===== src/rtl/trng_vn_sampler.sv =====
// trng_vn_sampler: synchronises a free-running ring-oscillator bit, samples it at a
// programmable rate, Von Neumann debiases it, packs words and runs a repetition-count test.
//
// state    | meaning
// ST_FIRST | waiting for the first sample of a pair
// ST_PAIR  | b0 held; next strobe emits b0 if the samples differ
module trng_vn_sampler #(
  parameter int SYNC_STAGES = 2,
  parameter int DIV_W       = 8,
  parameter int WORD_W      = 8,
  parameter int REP_LIMIT   = 32
) (
  input  logic              clk,
  input  logic              rst_n,
  input  logic              ena,
  input  logic              raw_in,
  input  logic [DIV_W-1:0]  div,
  output logic [WORD_W-1:0] out_data,
  output logic              out_valid,
  input  logic              out_ready,
  output logic              rep_fail,
  output logic              overrun
);

  localparam int CNT_W = $clog2(WORD_W + 1);
  localparam int RUN_W = $clog2(REP_LIMIT + 1);
  localparam logic [CNT_W-1:0] CNT_FULL = CNT_W'(WORD_W);
  localparam logic [RUN_W-1:0] RUN_MAX  = RUN_W'(REP_LIMIT);

  typedef enum logic {ST_FIRST = 1'b0, ST_PAIR = 1'b1} vn_state_t;

  logic [SYNC_STAGES-1:0] sync_q;
  logic                   s;
  logic [DIV_W-1:0]       div_cnt;
  logic                   strobe;
  vn_state_t              state_q, state_d;
  logic                   b0_q;
  logic                   emit, latch_b0;
  logic [WORD_W-1:0]      acc_q, acc_next, load_word;
  logic [CNT_W-1:0]       bit_cnt;
  logic                   full, completes, slot_free, load;
  logic [RUN_W-1:0]       run_q, run_d;
  logic                   prev_q;

  always_ff @(posedge clk or negedge rst_n) begin
    if (!rst_n) sync_q <= '0;
    else        sync_q <= {sync_q[SYNC_STAGES-2:0], raw_in};
  end

  assign s = sync_q[SYNC_STAGES-1];

  // counter above a freshly lowered div wraps to 0 without a strobe
  assign strobe = ena && (div_cnt == div);

  always_ff @(posedge clk or negedge rst_n) begin
    if (!rst_n)                   div_cnt <= '0;
    else if (!ena || div_cnt >= div) div_cnt <= '0;
    else                          div_cnt <= div_cnt + 1'b1;
  end

  always_ff @(posedge clk or negedge rst_n) begin
    if (!rst_n) state_q <= ST_FIRST;
    else        state_q <= state_d;
  end

  always_comb begin
    state_d = state_q;
    if (!ena) begin
      state_d = ST_FIRST;
    end else if (strobe) begin
      case (state_q)
        ST_FIRST: state_d = ST_PAIR;
        ST_PAIR:  state_d = ST_FIRST;
        default:  state_d = ST_FIRST;
      endcase
    end
  end

  always_comb begin
    emit     = 1'b0;
    latch_b0 = 1'b0;
    if (strobe) begin
      if (state_q == ST_FIRST) latch_b0 = 1'b1;
      else if (s != b0_q)      emit     = 1'b1;
    end
  end

  always_ff @(posedge clk or negedge rst_n) begin
    if (!rst_n)        b0_q <= 1'b0;
    else if (!ena)     b0_q <= 1'b0;
    else if (latch_b0) b0_q <= s;
  end

  assign full      = (bit_cnt == CNT_FULL);
  assign acc_next  = {acc_q[WORD_W-2:0], b0_q};
  assign completes = emit && !full && (bit_cnt == CNT_FULL - 1'b1);
  assign slot_free = !out_valid || out_ready;
  assign load      = ena && slot_free && (full || completes);
  assign load_word = full ? acc_q : acc_next;

  always_ff @(posedge clk or negedge rst_n) begin
    if (!rst_n) begin
      acc_q   <= '0;
      bit_cnt <= '0;
    end else if (!ena || load) begin
      acc_q   <= '0;
      bit_cnt <= '0;
    end else if (emit && !full) begin
      acc_q   <= acc_next;
      bit_cnt <= bit_cnt + 1'b1;
    end
  end

  always_ff @(posedge clk or negedge rst_n) begin
    if (!rst_n) begin
      out_data  <= '0;
      out_valid <= 1'b0;
    end else if (load) begin
      out_data  <= load_word;
      out_valid <= 1'b1;
    end else if (out_valid && out_ready) begin
      out_valid <= 1'b0;
    end
  end

  always_ff @(posedge clk or negedge rst_n) begin
    if (!rst_n)          overrun <= 1'b0;
    else if (emit && full) overrun <= 1'b1;
  end

  always_comb begin
    run_d = run_q;
    if (run_q == '0 || s != prev_q) run_d = RUN_W'(1);
    else if (run_q != RUN_MAX)      run_d = run_q + 1'b1;
  end

  always_ff @(posedge clk or negedge rst_n) begin
    if (!rst_n) begin
      run_q    <= '0;
      prev_q   <= 1'b0;
      rep_fail <= 1'b0;
    end else if (!ena) begin
      run_q <= '0;
    end else if (strobe) begin
      run_q  <= run_d;
      prev_q <= s;
      if (run_d == RUN_MAX) rep_fail <= 1'b1;
    end
  end

endmodule


===== config.mk =====
export PLATFORM = sky130hd
export DESIGN_NAME = trng_vn_sampler
export DESIGN_NICKNAME = d
export VERILOG_FILES = /design/src/rtl/trng_vn_sampler.sv
export SDC_FILE = /design/constraint.sdc
export NUM_CORES = 1
export LEC_CHECK = 0
export BUFFER_PORTS_ARGS = -buffer_cell sky130_fd_sc_hd__buf_2
export CAP_MARGIN = 10
export CORE_UTILIZATION = 40
export DETAILED_ROUTE_END_ITERATION = 12
export PLACE_DENSITY_LB_ADDON = 0.08
export SETUP_SLACK_MARGIN = 0.4
export SKIP_CTS_REPAIR_TIMING = 1
export SLEW_MARGIN = 20
export SYNTH_ARGS = -nofsm -noshare
export SYNTH_HDL_FRONTEND = slang
export SYNTH_SLANG_ARGS = --single-unit

===== constraint.sdc =====
create_clock -name clk -period 7 [get_ports clk]
set_input_delay 0.35 -clock clk [delete_from_list [all_inputs] [get_ports clk]]
set_output_delay 0.35 -clock clk [all_outputs]
set_load 0.01 [all_outputs]

==> metrics <==
status complete, no violations; # H-tree levels 2; Synth area leaders dfrtp_1, mux2_2, ha_1, nand2_1, a21oi_1; pin count of the biggest net entering global routing 43; Startpoint Class flop; Avg Inst Size Synth between 9 and 10 sq um; pwr dens about 170 nW/um^2; port buffer count 23; GRT overflow 0; worst skew pair latency between 200 and 300 ps; placer congestion estimate 0.842; Max IR drop VDD about 0.076 mV; reg2reg setup slack 4420 ps; Final Hold Viols 0; Final ANT Viol Nets 0; RSZ-0062 raised after global routing false; cells after synthesis 228; Reg2Reg Launch Point div_cnt[5]; Initial Util 41.4%; initial antenna violation count 0; Layout Area Growth over Synthesis 11.9%; setup TNS 0 ps; vias per cell between 5 and 6; Max-Cap Viols 0; sequential fraction of the synthesis area 46.4%; commonest cells after routing, fill and taps aside dfrtp_1, nand2_1, buf_2; Net Count, Synth about 250; Max Buffers Root-to-Sink 2; Initial DRT Pass Iterations 4; core area between 5000 and 6000 sq um; crit path max-delay cell type dfrtp_1; Hold Path Sink sync_q[0]; Worst-path clk slew about 80 ps; total power draw 0.430 mW; Yosys cell types 37; final period utilization between 30% and 40%; worst-path maximum fanout 8; post-route insts no fill 325; Layout Nets between 200 and 300; largest area contributor in the netlist dfrtp_1; DRC viols 0; Leak Pwr 1.19 nW; row cnt 27; total track usage around 16%; Slew headroom between 30% and 40%; via count roughly 1.7k; WS Path Type reg2reg; Worst R2R Path Depth 6; WL per Instance between 10 and 15 microns; CP max stage delay around 430 ps; most common cell after layout, fill and taps aside dfrtp_1; fraction of layout cells with a size suffix above 1 21.7%; Clock Skew approximately 6.6 ps; clock root cell clkbuf_8; CP bufs+invs 0; Post-Syn Area about 2300 sq um; HP Class in2reg; first-pass GRT wire length ~7700 microns; FF+latch count, synth between 40 and 50; Max Fclk between 0.3 and 0.4 GHz; Top Ports 24; post-layout minimum cycle time about 2600 ps; CP cell instances ha_1, nand4_1, or2_1, o31a_1, nor3_4, mux2_2; CTS tree yes; Main synth FF type dfrtp_1; share of the synthesized area in the top cell type 46.4%; drt total wl about 4300 microns; Inst Count DP 317; hold path startpoint raw_in; critical path's top delay family simple AND/OR/NAND/NOR gates; fill cell count 547; RR Endpoint out_data[2]; Yosys warnings 0; number of antenna diodes 0; Final Setup Violations 0; Inserted Clock Buffers 5; Iteration-0 DRC Markers 75; number of synthesized flops with an enable pin 0; Crit. End Element flop; Die Ht about 77 microns; vias in the first global route between 1.5k and 2k; Worst Tran Pin Value 951 ps; Die X 77.2 microns; Slew Viols, Final 0; hold path cells 1; Worst Path Required a little over 7000 ps; hpwl dp 2940 microns; die area around 6000 sq um; Post-synth ARST share 100%; Num Clock Sinks 42; CP Data Arrival Time approximately 2800 ps
## through the flow
stage	util, %	hold WS (ps)	setup slack, ps	instance area [sq um]
global route	46.3	139	4280	2530
floorplan	-	54.4	4740	2260
CTS	46.3	140	4400	2530
global placement	44.7	339	4390	2450
finish	46.3	154	4420	2530
detailed placement	44.7	343	4400	2450
## state kept, by name (all words and copies together), names as in the netlist
signal / flops
prev_q: 1
sync_q: 2
acc_q: 8
run_q: 6
b0_q: 1
rep_fail: 1
state_q: 1
out_valid: 1
out_data: 8
div_cnt: 8
bit_cnt: 4
overrun: 1
## final cells by class
class / instances / area (sq um) / share of cell area, %
clock inverter: 2 / 13.8 / 0.543
inverter: 17 / 63.8 / 2.52
multi-input combinational: 162 / 1120 / 44.2
timing repair buffer: 24 / 123 / 4.84
sequential: 42 / 1050 / 41.5
tap: 72 / 90.1 / 3.56
clock buffer: 6 / 72.6 / 2.86
## power breakdown
group          leakage [nW]  switching, mW  internal, mW
clock network        0.0452         0.0841        0.0704
logic                 0.573         0.0169       0.00996
registers             0.574        0.00370         0.245
total                  1.19          0.105         0.325
## layer usage
metal	part of all wire, %	track usage, %	routed length (microns)
met5	0	0	0
met4	1.4	6.23	60
met3	4.1	4.17	174
met2	43	24.4	1850
met1	51	22.9	2190
## worst reg2reg max path: stages (launching register included)
cell and delay (ps):
dfrtp_1 430, ha_1 310, nand4_1 170, or2_1 360, o31a_1 380, nor3_4 440
mux2_2 400
## Yosys cell counts, types with 3 or more instances
cell type	number
mux2_2	17
xnor2_1	7
dfrtp_1	42
and3_1	4
inv_1	16
ha_1	13
buf_2	3
o21ai_0	7
clkbuf_1	4
xor2_1	8
or3_1	4
a21oi_1	17
nand2_1	26
nor2_1	15
nor3_1	3
nor2b_1	4
nand3_1	12
## cells by family after synthesis
family | synth area share (%)
and+or+nand+nor | 18.5
DFF | 46.4
AOI/OAI and AO/OA | 9.12
buffers and inverters | 4.14
muxes | 8.89
xor gates and xnor gates | 5.80
adders and majority gates | 7.18
## worst max path at each step
stage	to	depth (start not counted)	slack (ps)	start
after floorplan	out_data[0]	6	4740	div_cnt[5]
after global placement	out_data[0]	8	4390	div[5]
after detailed placement	out_data[6]	8	4400	div[6]
after CTS	out_data[6]	6	4400	div_cnt[5]
after global routing	out_data[2]	7	4280	div_cnt[0]
final	out_data[2]	6	4420	div_cnt[5]
(Power assumes the default switching activity.)
